**src/rtl/timer_arbiter.sv**
```systemverilog
// timer_arbiter: shares one CLR/INCR-controlled timer among REQ_NUM requesters.
// Grants are round-robin. The owner's target is compared against the live count,
// and a one-cycle done pulse goes to the owner when the count reaches the target.
module timer_arbiter #(
    parameter int unsigned REQ_NUM     = 4,
    parameter int unsigned TIMER_WIDTH = 28,
    parameter int unsigned CTRL_WIDTH  = 3
) (
    input  logic                           clk,
    input  logic                           rst,
    input  logic [REQ_NUM-1:0]             req,
    input  logic [REQ_NUM*TIMER_WIDTH-1:0] req_ticks,
    input  logic                           flush,
    input  logic [TIMER_WIDTH-1:0]         timer_input,
    output logic [CTRL_WIDTH-1:0]          timer_ctrl,
    output logic [REQ_NUM-1:0]             grant,
    output logic [REQ_NUM-1:0]             done,
    output logic                           busy
);

    localparam int unsigned IDX_W = (REQ_NUM > 1) ? $clog2(REQ_NUM) : 1;

    localparam logic [CTRL_WIDTH-1:0] CTRL_NONE = CTRL_WIDTH'(0);
    localparam logic [CTRL_WIDTH-1:0] CTRL_CLR  = CTRL_WIDTH'(1);
    localparam logic [CTRL_WIDTH-1:0] CTRL_INCR = CTRL_WIDTH'(3);

    typedef enum logic [1:0] {
        ST_IDLE  = 2'd0,
        ST_START = 2'd1,
        ST_COUNT = 2'd2
    } state_t;

    state_t                 state_q, state_d;
    logic [IDX_W-1:0]       owner_q, owner_d;
    logic [TIMER_WIDTH-1:0] target_q, target_d;
    logic [IDX_W-1:0]       ptr_q, ptr_d;

    logic                   win_valid;
    logic [IDX_W-1:0]       win_idx;
    logic [REQ_NUM-1:0]     owner_oh;
    logic                   owner_req;

    // Round-robin pick: first set request scanning ptr+1, ptr+2, ... (mod REQ_NUM).
    always_comb begin
        win_valid = 1'b0;
        win_idx   = '0;
        for (int unsigned k = REQ_NUM; k >= 1; k--) begin
            int unsigned cand;
            cand = (int'(ptr_q) + k) % REQ_NUM;
            if (req[IDX_W'(cand)]) begin
                win_valid = 1'b1;
                win_idx   = IDX_W'(cand);
            end
        end
    end

    assign owner_oh  = REQ_NUM'(1) << owner_q;
    assign owner_req = req[owner_q];

    // Next-state and output decode; flush and reset override the per-state result.
    always_comb begin
        state_d    = state_q;
        owner_d    = owner_q;
        target_d   = target_q;
        ptr_d      = ptr_q;
        timer_ctrl = CTRL_NONE;
        grant      = '0;
        done       = '0;

        case (state_q)
            ST_IDLE: begin
                if (win_valid) begin
                    owner_d  = win_idx;
                    target_d = req_ticks[win_idx*TIMER_WIDTH +: TIMER_WIDTH];
                    state_d  = ST_START;
                end
            end
            ST_START: begin
                grant      = owner_oh;
                timer_ctrl = CTRL_CLR;
                if (!owner_req) begin
                    ptr_d   = owner_q;
                    state_d = ST_IDLE;
                end else begin
                    state_d = ST_COUNT;
                end
            end
            ST_COUNT: begin
                grant = owner_oh;
                if (!owner_req) begin
                    timer_ctrl = CTRL_CLR;
                    ptr_d      = owner_q;
                    state_d    = ST_IDLE;
                end else if (timer_input == target_q) begin
                    done       = owner_oh;
                    timer_ctrl = CTRL_CLR;
                    ptr_d      = owner_q;
                    state_d    = ST_IDLE;
                end else begin
                    timer_ctrl = CTRL_INCR;
                end
            end
            default: state_d = ST_IDLE;
        endcase

        if (flush) begin
            timer_ctrl = CTRL_CLR;
            grant      = '0;
            done       = '0;
            owner_d    = owner_q;
            target_d   = target_q;
            state_d    = ST_IDLE;
            ptr_d      = (state_q != ST_IDLE) ? owner_q : ptr_q;
        end

        if (rst) begin
            timer_ctrl = CTRL_CLR;
            grant      = '0;
            done       = '0;
        end
    end

    assign busy = |grant;

    // State, owner, target and round-robin pointer registers.
    always_ff @(posedge clk) begin
        if (rst) begin
            state_q  <= ST_IDLE;
            owner_q  <= '0;
            target_q <= '0;
            ptr_q    <= IDX_W'(REQ_NUM - 1);
        end else begin
            state_q  <= state_d;
            owner_q  <= owner_d;
            target_q <= target_d;
            ptr_q    <= ptr_d;
        end
    end

endmodule

```
**config.mk**
```make
export PLATFORM = sky130hd
export DESIGN_NAME = timer_arbiter
export DESIGN_NICKNAME = d
export VERILOG_FILES = /design/src/rtl/timer_arbiter.sv
export SDC_FILE = /design/constraint.sdc
export NUM_CORES = 1
export LEC_CHECK = 0
export BUFFER_PORTS_ARGS = -buffer_cell sky130_fd_sc_hd__buf_2
export CORE_ASPECT_RATIO = 1.4
export CORE_MARGIN = 2
export CORE_UTILIZATION = 40
export DETAILED_ROUTE_END_ITERATION = 10
export GPL_TIMING_DRIVEN = 0
export HOLD_SLACK_MARGIN = 0.06
export PLACE_DENSITY = 0.84
export SETUP_SLACK_MARGIN = 0.4
export SKIP_LAST_GASP = 1
export SLEW_MARGIN = 40
export SYNTH_ARGS = -nofsm -noshare
export SYNTH_HDL_FRONTEND = slang
export SYNTH_SLANG_ARGS = --single-unit
```
**constraint.sdc**
```tcl
create_clock -name clk -period 3.8 [get_ports clk]
set_clock_uncertainty 0.1 [all_clocks]
set_input_delay 0.38 -clock clk [delete_from_list [all_inputs] [get_ports clk]]
set_output_delay 0.38 -clock clk [all_outputs]
set_load 0.03 [all_outputs]
```
[Word-level counts from Yosys, hierarchy flattened]
Cells that the tools add are included.
Word-level totals
  bits in registers: 34
  output and inout port bits: 12
  input port bits: 147
  latch bits: 0
  memory bits (read-only): 0
  memories: 0
  logic and storage cells: 76
  memory bits (writable): 0
Operators by class
  multipliers: 1
  shifts and indexed selects: 2
  equal/unequal tests: 8
  divide/modulo/power cells: 0
  add/subtract/negate cells: 4
  reduce and logical (&&, ||, !) cells: 9
  magnitude comparators: 5
  bitwise logic cells: 1
  muxes and demuxes: 42
Operators with widths (number)
  $shiftx 112x8->28: 1
  $mux 4: 8
  $mux 2: 15
  $eq 28x28->1: 1
  $lt 2x3->1 const B: 5
  $bmux 1 s2: 5
  $mux 1: 9
  $pmux 2 s2: 2
  $mux 3: 2
  $ne 3x3->1 const B: 2
  $pmux 2 s3: 1
  $mul 2x3->5 const B: 1
  $add 2x1->2 const B: 2
  $add 2x2->2 const B: 2
  $ne 4x4->1 const B: 1
  $reduce_and 4->1: 1
  $reduce_or 2->1: 2
  $reduce_or 4->1: 1
  $shl 1x2->4 const A: 1
  $reduce_and 3->1: 1
  $reduce_bool 3->1: 1
  $eq 2x1->1 const B: 1
  $eq 2x2->1 const B: 1
  $logic_not 2->1: 1
  other kinds (5): 5

[Logic depth before layout (Yosys ltp)]
Gate-level depths: netlist (run 1).
  word-level depth: 9
  gate-level depth with buffers: 8
  mapped depth without buffers: 7

[Worst setup path before layout (run 1)]
OpenSTA, ideal clock, no wires.
  path type: in2out
  from: in timer_input[15]
  to: out done[0]
  setup slack: 1.456 ns
  data arrival time: 1.864 ns
  stages: 6
  required time: 3.320 ns
  buffers on the path: 0
  path through: xor2_1 nor4_1 nand4_1 nor2_1 nand3_1 nor3_1
On the way
  longest elaborated chain between the ends: 6
Ends and longest elaborated chain
  start: declaration: RTL line 14  | input logic [TIMER_WIDTH-1:0] timer_input,
  $eq 28x28->1: RTL line 94  | end else if (timer_input == target_q) begin
  $mux 4: RTL line 94
  $mux 4: RTL line 90  | if (!owner_req) begin
  $mux 4: RTL line 70  | case (state_q)
  $mux 4: RTL line 106  | if (flush) begin
  $mux 4: RTL line 116  | if (rst) begin
  end: declaration: RTL line 17  | output logic [REQ_NUM-1:0] done,
No other way between the ends.

[Worst setup path after layout (run 1)]
  from: reg target_q[1]
  to: out done[0]
On the way
  longest elaborated chain between the ends: 6
Ends and longest elaborated chain
  start: declaration: RTL line 35  | logic [TIMER_WIDTH-1:0] target_q, target_d;
  start signal: assignment: RTL line 135  | target_q <= target_d;
  $eq 28x28->1: RTL line 94
  $mux 4: RTL line 94
  $mux 4: RTL line 90
  $mux 4: RTL line 70
  $mux 4: RTL line 106
  $mux 4: RTL line 116
No other way between the ends.

==> results of run 1 <==
[per-layer routing]
metal,vias up,GRT usage,wire length (um)
met5,-,0,0
met4,0,0.0812,199
met3,19,0.0412,459
met2,128,0.466,4850
met1,1400,0.266,3320
li1,1520,-,-
[power by group through the flow]
stage / combinational (mW) / clock [mW] / sequential [mW]
2_1_floorplan: 0.301 / 0 / 0.422
3_3_place_gp: 0.449 / 0 / 0.426
3_5_place_dp: 0.460 / 0 / 0.429
4_1_cts: 0.462 / 0.338 / 0.420
5_1_grt: 0.507 / 0.357 / 0.425
6_report: 0.462 / 0.335 / 0.421
[worst max-delay path, stage by stage, from the launching register on]
cell     delay, ns
dfxtp_1       0.35
xor2_1        0.17
nor4_1        0.34
nand4_1       0.23
nor2_1        0.17
nand3_1       0.16
nor3_1        0.17
buf_2         0.22
[cell families (layout without fill, tap and decap cells)]
group / Yosys count / count (layout) / share of synthesized area
compound gates: 99 / 99 / 0.244
xor+xnor: 28 / 28 / 0.0927
fa+ha+maj: 3 / 3 / 0.0142
buf+inv: 32 / 196 / 0.0577
flops: 34 / 34 / 0.257
mux: 30 / 30 / 0.118
other cells: 1 / 1 / 0.00142
simple gates: 103 / 103 / 0.214
[synth_stat cells, drive strengths merged]
master   count  area share
dfxtp       34        0.26
nand2b      31       0.073
nand3       31       0.059
a21oi       30       0.057
o21ai       30       0.057
mux2i       29        0.11
a22o        28       0.093
xor2        28       0.093
clkbuf      15       0.021
nor2        15       0.021
buf         10       0.026
nor4         8       0.019
inv          7      0.0099
nor3         5       0.011
nand2        4      0.0057
ha           3       0.014
nor2b        2      0.0047
o311ai       2      0.0066
a2111oi      1      0.0057
a211o        1      0.0033
a211oi       1      0.0028
a21o         1      0.0028
a221oi       1      0.0033
a22oi        1      0.0028
a311o        1      0.0038
and2         1      0.0033
and3         1      0.0028
conb         1      0.0014
mux4         1      0.0085
nand4        1      0.0024
nor3b        1      0.0028
o31ai        1      0.0028
o32a         1      0.0043
or2          1      0.0033
or3          1      0.0024
or3b         1      0.0033
[path summary, 6_finish.rpt]
check	cells after the start	from	end
worst min register to register	2	target_q[9]	target_q[9]
worst max register to register	6	target_q[1]	state_q[0]
worst min-delay path	2	flush	state_q[0]
worst max-delay path	7	target_q[1]	done[0]
[layout make-up]
class / instances / area [um^2] / share of cell area
sequential: 34 / 681 / 0.187
timing repair buffer: 157 / 786 / 0.216
inverter: 7 / 26.3 / 0.00722
multi-input combinational: 264 / 1810 / 0.498
clock inverter: 1 / 30.0 / 0.00826
clock buffer: 6 / 82.6 / 0.0227
buffer: 25 / 126 / 0.0347
tap: 74 / 92.6 / 0.0255
[registers in the layout, indices dropped and copies added (netlist names)]
register,count
target_q,28
owner_q,2
ptr_q,2
state_q,2
[per-stage QoR]
step	std cells	hold slack [ns]	util	area (um^2)	total power, mW
2_1_floorplan	330	0.348	-	2650	0.723
3_3_place_gp	561	0.355	0.544	3520	0.874
3_5_place_dp	561	0.365	0.544	3520	0.888
4_1_cts	568	0.250	0.561	3640	1.22
5_1_grt	568	0.257	0.561	3640	1.29
6_report	568	0.253	0.561	3640	1.22
==> impl_results.html, run 1 <==
<table>
<tr><th>Metric</th><th>Value</th></tr>
<tr><th colspan="2">STA</th></tr>
<tr><td>Worst setup margin</td><td>1.22 ns</td></tr>
<tr><td>Count of final setup violators</td><td>0</td></tr>
<tr><td>Setup repair after global routing missed its margin</td><td>false</td></tr>
<tr><td>Final clock period utilization by the worst path</td><td>0.680</td></tr>
<tr><td>Final hold violations</td><td>0</td></tr>
<tr><td>Actual slew at the worst max-slew pin</td><td>0.625 ns</td></tr>
<tr><td>Upper clock frequency limit</td><td>0.387 GHz</td></tr>
<tr><td>Shortest clock period the worst path allows after layout</td><td>2.58 ns</td></tr>
<tr><td>Total Negative Setup Slacks</td><td>0 ns</td></tr>
<tr><td>Final Slew Violations</td><td>0</td></tr>
<tr><td>Max transition margin</td><td>0.580</td></tr>
<tr><th colspan="2">Floorplanning</th></tr>
<tr><td>I/O pin count</td><td>159</td></tr>
<tr><td>DIE HEIGHT</td><td>100 um</td></tr>
<tr><td>Total core area</td><td>0.00648 mm^2</td></tr>
<tr><td>Number of standard-cell rows in the floorplan</td><td>35</td></tr>
<tr><td>Width of the die</td><td>72.7 um</td></tr>
<tr><td>Die ar.</td><td>0.00729 mm^2</td></tr>
<tr><td>Initial cell density of the core</td><td>0.408</td></tr>
<tr><th colspan="2">Setup path</th></tr>
<tr><td>Critical-path maximum fanout</td><td>4</td></tr>
<tr><td>Element type at the critical path end</td><td>output port</td></tr>
<tr><td>Data required, critical path</td><td>3.32 ns</td></tr>
<tr><td>Crit Path Category</td><td>reg -&gt; out</td></tr>
<tr><td>Worst EP arrival</td><td>2.10 ns</td></tr>
<tr><td>Startpoint kind of the worst setup timing path</td><td>register</td></tr>
<tr><td>Internal reg-to-reg setup slack</td><td>1.69 ns</td></tr>
<tr><th colspan="2">Placed design</th></tr>
<tr><td>Global placer's final weighted congestion</td><td>0.874</td></tr>
<tr><td>Hpwl dp</td><td>7240 um</td></tr>
<tr><td>Place WS</td><td>1.35 ns</td></tr>
<tr><td>Count of input and output buffers</td><td>157</td></tr>
<tr><th colspan="2">Routing</th></tr>
<tr><td>Vias after detailed routing</td><td>3067</td></tr>
<tr><td>Vias per cell</td><td>5.40</td></tr>
<tr><td>Detailed Route WL</td><td>8830 um</td></tr>
<tr><td>Wire length per cell after detailed routing</td><td>15.6 um</td></tr>
<tr><td>DR iter-0 viols</td><td>133</td></tr>
<tr><td>DRC Markers</td><td>0</td></tr>
<tr><td>TritonRoute pass-1 iters</td><td>4</td></tr>
<tr><td>Remaining number of nets flagged by the antenna check after routing</td><td>0</td></tr>
<tr><th colspan="2">Clock network</th></tr>
<tr><td># H-tree levels</td><td>2</td></tr>
<tr><td>Clock sinks</td><td>34</td></tr>
<tr><td>Number of CTS-inserted buffers</td><td>5</td></tr>
<tr><td>Buffer levels on the longest clock path</td><td>2</td></tr>
<tr><td>Clock Pin Slew Worst Setup and Hold Paths</td><td>0.07 ns</td></tr>
<tr><td>CTS Hold Bufs</td><td>0</td></tr>
<tr><td>Clock Latency Late Sink</td><td>0.28 ns</td></tr>
<tr><td>Root Buffer</td><td>clkbuf_8</td></tr>
<tr><td>Post-CTS Setup Bufs</td><td>0</td></tr>
<tr><td>CTS tree</td><td>built</td></tr>
<tr><td>Post-CTS sizing</td><td>0</td></tr>
<tr><th colspan="2">Synth</th></tr>
<tr><td>Nets in the synthesized netlist</td><td>480</td></tr>
<tr><td>Post-synth design cell area</td><td>0.00265 mm^2</td></tr>
<tr><td>Mean Syn Cell Area</td><td>8.02 um^2</td></tr>
<tr><td>Total of flip-flops plus latches after synthesis</td><td>34</td></tr>
<tr><td>Proportion of synthesized chip area in sequential cells</td><td>0.257</td></tr>
<tr><td>Number of different library cells in the post-synthesis netlist</td><td>40</td></tr>
<tr><td>Syn. warnings</td><td>0</td></tr>
<tr><td>Post-Syn Instances</td><td>330</td></tr>
<tr><th colspan="2">Global routing</th></tr>
<tr><td>Wire length of the first global-routing pass</td><td>14100 um</td></tr>
<tr><td>Gr ovfl total</td><td>0</td></tr>
<tr><td>Global-route usage over all layers</td><td>0.245</td></tr>
<tr><td>Maximum number of pins on one net before global-route repair</td><td>11</td></tr>
<tr><td>Number of global-route vias before repair</td><td>3058</td></tr>
<tr><td>Initial antenna violation count</td><td>0</td></tr>
<tr><th colspan="2">Pwr</th></tr>
<tr><td>Power density normalized to cell area</td><td>335 mW/mm^2</td></tr>
<tr><td>Switching Power</td><td>0.387 mW</td></tr>
<tr><td>Clock network fraction of design power</td><td>0.275</td></tr>
<tr><td>VDD IR-drop max</td><td>0.277 mV</td></tr>
<tr><td>Reported leakage power</td><td>1.82 nW</td></tr>
<tr><td>Internal</td><td>0.831 mW</td></tr>
<tr><td>Relative contribution of sequential cells to total power</td><td>0.345</td></tr>
<tr><td>Share of total power in combinational logic</td><td>0.379</td></tr>
<tr><td>Switch share</td><td>0.318</td></tr>
<tr><th colspan="2">Final layout</th></tr>
<tr><td>Final net count</td><td>644</td></tr>
<tr><td>Antenna diode count</td><td>0</td></tr>
<tr><td>Number of filler cells placed in the layout</td><td>602</td></tr>
<tr><td>Fraction of layout cells with a size suffix above 1</td><td>0.368</td></tr>
<tr><td>Area growth from synthesis to layout</td><td>37.4%</td></tr>
<tr><td>Leading cell type in the layout, fill and taps excluded</td><td>buf_2</td></tr>
<tr><td>Most frequent cells in the layout</td><td>buf_2, dfxtp_1, nand2b_1, nand3_1, a21oi_1</td></tr>
<tr><th colspan="2">Outcome</th></tr>
<tr><td>Result of the run</td><td>finished clean</td></tr>
<tr><th colspan="2">Flow run</th></tr>
<tr><td>Max_cap viols</td><td>0</td></tr>
<tr><th colspan="2">Min path</th></tr>
<tr><td>Path class of the lowest-slack min-delay path</td><td>in -&gt; reg</td></tr>
</table>
Note: power is estimated with default switching activity, not from simulation.
==> inputs of run 2 (changes only) <==
Clock period 3.8 ns to 2.6 ns, I/O delays scaled along.
==> impl_results.html, run 2 (synthesis results as in run 1) <==
<table>
<tr><th>Metric</th><th>Value</th></tr>
<tr><th colspan="2">Routing</th></tr>
<tr><td>DR iter-0 viols</td><td>127</td></tr>
<tr><td>TritonRoute pass-1 iters</td><td>4</td></tr>
<tr><td>Wire length per cell after detailed routing</td><td>15.8 um</td></tr>
<tr><td>Remaining number of nets flagged by the antenna check after routing</td><td>0</td></tr>
<tr><td>DRC Markers</td><td>0</td></tr>
<tr><td>Detailed Route WL</td><td>9100 um</td></tr>
<tr><td>Vias per cell</td><td>5.39</td></tr>
<tr><td>Vias after detailed routing</td><td>3101</td></tr>
<tr><th colspan="2">Global routing</th></tr>
<tr><td>Initial antenna violation count</td><td>0</td></tr>
<tr><td>Gr ovfl total</td><td>0</td></tr>
<tr><td>Global-route usage over all layers</td><td>0.247</td></tr>
<tr><td>Wire length of the first global-routing pass</td><td>14200 um</td></tr>
<tr><td>Maximum number of pins on one net before global-route repair</td><td>11</td></tr>
<tr><td>Number of global-route vias before repair</td><td>3098</td></tr>
<tr><th colspan="2">Placed design</th></tr>
<tr><td>Count of input and output buffers</td><td>157</td></tr>
<tr><td>Global placer's final weighted congestion</td><td>0.874</td></tr>
<tr><td>Number of cells after detailed placement</td><td>561</td></tr>
<tr><td>Hpwl dp</td><td>7240 um</td></tr>
<tr><th colspan="2">STA</th></tr>
<tr><td>Actual slew at the worst max-slew pin</td><td>0.818 ns</td></tr>
<tr><td>Total Negative Setup Slacks</td><td>0 ns</td></tr>
<tr><td>Setup repair after global routing missed its margin</td><td>true</td></tr>
<tr><td>Count of final setup violators</td><td>0</td></tr>
<tr><td>Final clock period utilization by the worst path</td><td>0.885</td></tr>
<tr><td>Final hold violations</td><td>0</td></tr>
<tr><td>Upper clock frequency limit</td><td>0.434 GHz</td></tr>
<tr><td>Shortest clock period the worst path allows after layout</td><td>2.30 ns</td></tr>
<tr><td>Final Slew Violations</td><td>0</td></tr>
<tr><td>Worst hold slack after final layout</td><td>0.134 ns</td></tr>
<tr><td>Max transition margin</td><td>0.449</td></tr>
<tr><th colspan="2">Setup path</th></tr>
<tr><td>Worst EP arrival</td><td>1.94 ns</td></tr>
<tr><td>Startpoint kind of the worst setup timing path</td><td>register</td></tr>
<tr><td>Critical-path maximum fanout</td><td>2</td></tr>
<tr><td>Element type at the critical path end</td><td>output port</td></tr>
<tr><td>Data required, critical path</td><td>2.24 ns</td></tr>
<tr><td>Crit Path Category</td><td>reg -&gt; out</td></tr>
<tr><th colspan="2">Final layout</th></tr>
<tr><td>Number of flip-flops in the largest register</td><td>28</td></tr>
<tr><td>Number of standard cells in the layout, taps in and fillers out</td><td>575</td></tr>
<tr><td>Final net count</td><td>651</td></tr>
<tr><td>Area growth from synthesis to layout</td><td>43.2%</td></tr>
<tr><td>Antenna diode count</td><td>0</td></tr>
<tr><td>Most frequent cells in the layout</td><td>buf_2, nand2b_1, nand3_1, a21oi_1, mux2i_1</td></tr>
<tr><td>Fraction of layout cells with a size suffix above 1</td><td>0.419</td></tr>
<tr><td>Reg with most FFs</td><td>target_q</td></tr>
<tr><td>Leading cell type in the layout, fill and taps excluded</td><td>buf_2</td></tr>
<tr><th colspan="2">Pwr</th></tr>
<tr><td>Relative contribution of sequential cells to total power</td><td>0.344</td></tr>
<tr><td>Power density normalized to cell area</td><td>475 mW/mm^2</td></tr>
<tr><td>Internal</td><td>1.23 mW</td></tr>
<tr><td>VDD IR-drop max</td><td>0.442 mV</td></tr>
<tr><td>Switching Power</td><td>0.576 mW</td></tr>
<tr><td>Reported leakage power</td><td>1.86 nW</td></tr>
<tr><td>Clock network fraction of design power</td><td>0.272</td></tr>
<tr><td>Overall power</td><td>1.80 mW</td></tr>
<tr><td>Share of total power in combinational logic</td><td>0.384</td></tr>
<tr><td>Switch share</td><td>0.320</td></tr>
<tr><th colspan="2">Clock network</th></tr>
<tr><td># H-tree levels</td><td>2</td></tr>
<tr><td>Clock sinks</td><td>34</td></tr>
<tr><td>Clock Pin Slew Worst Setup and Hold Paths</td><td>0.07 ns</td></tr>
<tr><td>CTS tree</td><td>built</td></tr>
<tr><td>Number of CTS-inserted buffers</td><td>5</td></tr>
<tr><td>Root Buffer</td><td>clkbuf_8</td></tr>
<tr><td>CTS Hold Bufs</td><td>0</td></tr>
<tr><td>Buffer levels on the longest clock path</td><td>2</td></tr>
<tr><td>Clock Latency Late Sink</td><td>0.28 ns</td></tr>
<tr><th colspan="2">Floorplanning</th></tr>
<tr><td>Width of the die</td><td>72.7 um</td></tr>
<tr><td>DIE HEIGHT</td><td>100 um</td></tr>
<tr><td>I/O pin count</td><td>159</td></tr>
<tr><td>Initial cell density of the core</td><td>0.408</td></tr>
<tr><td>Total core area</td><td>0.00648 mm^2</td></tr>
<tr><td>Number of standard-cell rows in the floorplan</td><td>35</td></tr>
<tr><td>Die ar.</td><td>0.00729 mm^2</td></tr>
<tr><th colspan="2">Flow run</th></tr>
<tr><td>Max_cap viols</td><td>0</td></tr>
<tr><th colspan="2">Min path</th></tr>
<tr><td>Path class of the lowest-slack min-delay path</td><td>in -&gt; reg</td></tr>
<tr><th colspan="2">Outcome</th></tr>
<tr><td>Result of the run</td><td>finished clean</td></tr>
</table>
run 2: cell count changes in the layout (fill, tap and decap cells not counted), moves of 3 or more:
cell     change
nor4_2       +3
dfxtp_2      +8
dfxtp_1      -8
nor4_1       -3
buf_4       +10
buf_2        -6
xor2_2       +3
xor2_1       -3
run 2: final timing paths:
kind	startpoint	endpoint	slack, ns	cells after the start
worst max-delay path	target_q[15]	timer_ctrl[1]	0.30	7
worst max register to register	target_q[15]	state_q[0]	0.31	9
worst min register to register	target_q[19]	target_q[19]	0.36	2
worst min-delay path	flush	state_q[0]	0.13	2
run 2: power groups by stage:
stage	clock (mW)	sequential (mW)	combinational, mW
floorplan	0	0.616	0.440
global placement	0	0.622	0.656
detailed placement	0	0.626	0.672
CTS	0.495	0.615	0.681
global route	0.521	0.626	0.757
finish	0.489	0.620	0.693
run 2: cell type report:
type,instances,area (um^2)
well taps,74,92.6
clock inverters,1,30.0
clock buffers,6,82.6
repair buffers,164,858
flip-flops and latches,34,691
inverters,7,26.3
fillers,586,2690
plain buffers,25,131
multi-input cells,264,1880
run 2: worst max-delay path, cell delays in order, from the launching register on:
cell and delay [ns]:
dfxtp_2 0.33, xor2_1 0.15, nor4_2 0.30, nand4_1 0.17, buf_4 0.18, or2_4 0.24
and3_4 0.17, buf_6 0.13
run 2: per-layer routing:
metal	vias to the layer above	track usage	share of wire	wire, um
met1	1419	0.267	0.37	3330
li1	1533	-	-	-
met4	0	0.0855	0.023	210
met5	-	0	0	0
met3	16	0.0412	0.055	496
met2	133	0.469	0.56	5060
run 2: what timing repair did:
item,in CTS,in global routing
setup buffers,3,4
pin swaps,7,22
resized for setup,13,19
setup endpoints to repair,5,22
run 2: metrics by stage:
stage,utilization,area (um^2),setup slack [ns]
2_1_floorplan,-,2650,0.437
4_1_cts,0.572,3710,0.347
6_report,0.585,3790,0.298
3_3_place_gp,0.544,3520,0.390
5_1_grt,0.585,3790,0.196
3_5_place_dp,0.544,3520,0.328
==> inputs of run 3 (changes only) <==
Settings changed: CORE_MARGIN 2 to 8.
Clock period 2.6 ns to 2.9 ns, I/O delays scaled along.
==> impl_results.html, run 3 (synthesis results as in run 1) <==
<table>
<tr><th>Metric</th><th>Value</th></tr>
<tr><th colspan="2">Outcome</th></tr>
<tr><td>Result of the run</td><td>finished clean</td></tr>
<tr><th colspan="2">STA</th></tr>
<tr><td>Final hold violations</td><td>0</td></tr>
<tr><td>Count of final setup violators</td><td>0</td></tr>
<tr><td>Max transition margin</td><td>0.585</td></tr>
<tr><td>Worst hold slack after final layout</td><td>0.160 ns</td></tr>
<tr><td>Total Negative Setup Slacks</td><td>0 ns</td></tr>
<tr><td>Shortest clock period the worst path allows after layout</td><td>2.40 ns</td></tr>
<tr><td>Setup repair after global routing missed its margin</td><td>false</td></tr>
<tr><td>Actual slew at the worst max-slew pin</td><td>0.617 ns</td></tr>
<tr><td>Final Slew Violations</td><td>0</td></tr>
<tr><td>Final clock period utilization by the worst path</td><td>0.827</td></tr>
<tr><td>Worst setup margin</td><td>0.502 ns</td></tr>
<tr><td>Upper clock frequency limit</td><td>0.417 GHz</td></tr>
<tr><th colspan="2">Floorplanning</th></tr>
<tr><td>Total core area</td><td>0.00648 mm^2</td></tr>
<tr><td>Initial cell density of the core</td><td>0.408</td></tr>
<tr><td>DIE HEIGHT</td><td>112 um</td></tr>
<tr><td>Die ar.</td><td>0.00951 mm^2</td></tr>
<tr><td>I/O pin count</td><td>159</td></tr>
<tr><td>Width of the die</td><td>84.7 um</td></tr>
<tr><td>Number of standard-cell rows in the floorplan</td><td>35</td></tr>
<tr><th colspan="2">Clock network</th></tr>
<tr><td># H-tree levels</td><td>2</td></tr>
<tr><td>Buffer levels on the longest clock path</td><td>2</td></tr>
<tr><td>Number of CTS-inserted buffers</td><td>5</td></tr>
<tr><td>Clock sinks</td><td>34</td></tr>
<tr><td>Clock Pin Slew Worst Setup and Hold Paths</td><td>0.08 ns</td></tr>
<tr><td>Root Buffer</td><td>clkbuf_8</td></tr>
<tr><td>Clock Latency Late Sink</td><td>0.29 ns</td></tr>
<tr><td>CTS tree</td><td>built</td></tr>
<tr><th colspan="2">Placed design</th></tr>
<tr><td>Count of input and output buffers</td><td>157</td></tr>
<tr><td>Global placer's final weighted congestion</td><td>0.838</td></tr>
<tr><td>Place WS</td><td>0.641 ns</td></tr>
<tr><td>Number of cells after detailed placement</td><td>561</td></tr>
<tr><td>Hpwl dp</td><td>8070 um</td></tr>
<tr><th colspan="2">Min path</th></tr>
<tr><td>Min-Delay Path Depth</td><td>2</td></tr>
<tr><td>Worst hold path endpoint</td><td>state_q[0]</td></tr>
<tr><td>Startpoint of the most critical hold path</td><td>flush</td></tr>
<tr><td>Path class of the lowest-slack min-delay path</td><td>in -&gt; reg</td></tr>
<tr><th colspan="2">Final layout</th></tr>
<tr><td>Fraction of layout cells with a size suffix above 1</td><td>0.372</td></tr>
<tr><td>Most frequent cells in the layout</td><td>buf_2, dfxtp_1, nand2b_1, nand3_1, a21oi_1</td></tr>
<tr><td>Number of flip-flops in the largest register</td><td>28</td></tr>
<tr><td>Area growth from synthesis to layout</td><td>37.1%</td></tr>
<tr><td>Antenna diode count</td><td>0</td></tr>
<tr><td>Final net count</td><td>644</td></tr>
<tr><td>Reg with most FFs</td><td>target_q</td></tr>
<tr><td>Number of standard cells in the layout, taps in and fillers out</td><td>569</td></tr>
<tr><td>Leading cell type in the layout, fill and taps excluded</td><td>buf_2</td></tr>
<tr><th colspan="2">Setup path</th></tr>
<tr><td>Element type at the critical path end</td><td>output port</td></tr>
<tr><td>Sequence of cells on the critical path</td><td>xor2_1 -&gt; nor4_1 -&gt; nand3_1 -&gt; nor2_1 -&gt; nand3_1 -&gt; nor3_1 -&gt; buf_4</td></tr>
<tr><td>Cell repeated most along the worst path</td><td>nand3_1</td></tr>
<tr><td>Internal reg-to-reg setup slack</td><td>0.80 ns</td></tr>
<tr><td>Depth of the critical timing path with buffers and inverters included</td><td>7</td></tr>
<tr><td>Slowest cell on the critical path</td><td>dfxtp_1</td></tr>
<tr><td>Data required, critical path</td><td>2.51 ns</td></tr>
<tr><td>Buf/Inv on CP</td><td>1</td></tr>
<tr><td>Crit Path Category</td><td>reg -&gt; out</td></tr>
<tr><td>Critical-path maximum fanout</td><td>4</td></tr>
<tr><td>Worst path top cell family by delay</td><td>simple AND/OR/NAND/NOR gates</td></tr>
<tr><td>FF-to-FF path depth</td><td>8</td></tr>
<tr><td>Startpoint kind of the worst setup timing path</td><td>register</td></tr>
<tr><td>Worst EP arrival</td><td>2.01 ns</td></tr>
<tr><td>Startpoint of the most critical register-to-register path</td><td>ptr_q[1]</td></tr>
<tr><td>Worst reg2reg endpoint</td><td>target_q[5]</td></tr>
<tr><td>Max incr delay on CP</td><td>0.32 ns</td></tr>
<tr><th colspan="2">Routing</th></tr>
<tr><td>Remaining number of nets flagged by the antenna check after routing</td><td>0</td></tr>
<tr><td>Wire length per cell after detailed routing</td><td>16.9 um</td></tr>
<tr><td>Vias per cell</td><td>5.40</td></tr>
<tr><td>Detailed Route WL</td><td>9590 um</td></tr>
<tr><td>TritonRoute pass-1 iters</td><td>4</td></tr>
<tr><td>DR iter-0 viols</td><td>132</td></tr>
<tr><td>DRC Markers</td><td>0</td></tr>
<tr><td>Vias after detailed routing</td><td>3075</td></tr>
<tr><th colspan="2">Pwr</th></tr>
<tr><td>VDD IR-drop max</td><td>0.317 mV</td></tr>
<tr><td>Power density normalized to cell area</td><td>421 mW/mm^2</td></tr>
<tr><td>Reported leakage power</td><td>1.81 nW</td></tr>
<tr><th colspan="2">Flow run</th></tr>
<tr><td>Max_cap viols</td><td>0</td></tr>
<tr><th colspan="2">Global routing</th></tr>
<tr><td>Initial antenna violation count</td><td>0</td></tr>
<tr><td>Wire length of the first global-routing pass</td><td>15200 um</td></tr>
<tr><td>Gr ovfl total</td><td>0</td></tr>
<tr><td>Maximum number of pins on one net before global-route repair</td><td>12</td></tr>
<tr><td>Global-route usage over all layers</td><td>0.198</td></tr>
<tr><td>Number of global-route vias before repair</td><td>3355</td></tr>
</table>
run 3: per-layer routing:
metal	vias up	track usage	part of all wire
li1	1528	-	-
met1	1414	0.194	0.38
met2	114	0.366	0.54
met3	19	0.0548	0.058
met4	0	0.100	0.029
met5	-	0	0
run 3: area by class of cell:
class,instances,area [um^2]
Fill cell,621,2850
Multi-Input combinational cell,264,1820
Timing Repair Buffer,157,788
Sequential cell,34,681
Buffer,25,126
Tap cell,74,92.6
Clock buffer,6,82.6
Inverter,7,26.3
Clock inverter,2,12.5
run 3: worst max path at each step:
stage / start / end / slack, ns
after global placement: req[1] / target_q[9] / 0.66
final: target_q[12] / done[0] / 0.50
after CTS: target_q[1] / done[0] / 0.42
after global routing: target_q[12] / done[0] / 0.42
after floorplan: target_q[15] / done[0] / 0.71
after detailed placement: req[1] / target_q[8] / 0.64
run 3: power breakdown:
group,leakage [nW],internal (mW),switching [mW]
logic,1.49,0.298,0.306
clock network,0.0472,0.191,0.185
registers,0.280,0.516,0.0334
run 3: timing repair:
| item | CTS | global route |
|---|---|---|
| gates resized for setup | 0 | 2 |
| endpoints found under the hold margin | 0 | 0 |
| buffers inserted | 0 | 0 |
| setup endpoints to repair | 0 | 3 |
| hold buffers | 0 | 0 |
run 3: per-stage QoR:
step	total power [mW]	utilization	instance area [um^2]
2_1_floorplan	0.948	-	2650
4_1_cts	1.53	0.558	3620
5_1_grt	1.61	0.560	3630
6_report	1.53	0.560	3630
3_5_place_dp	1.16	0.544	3520
3_3_place_gp	1.14	0.544	3520
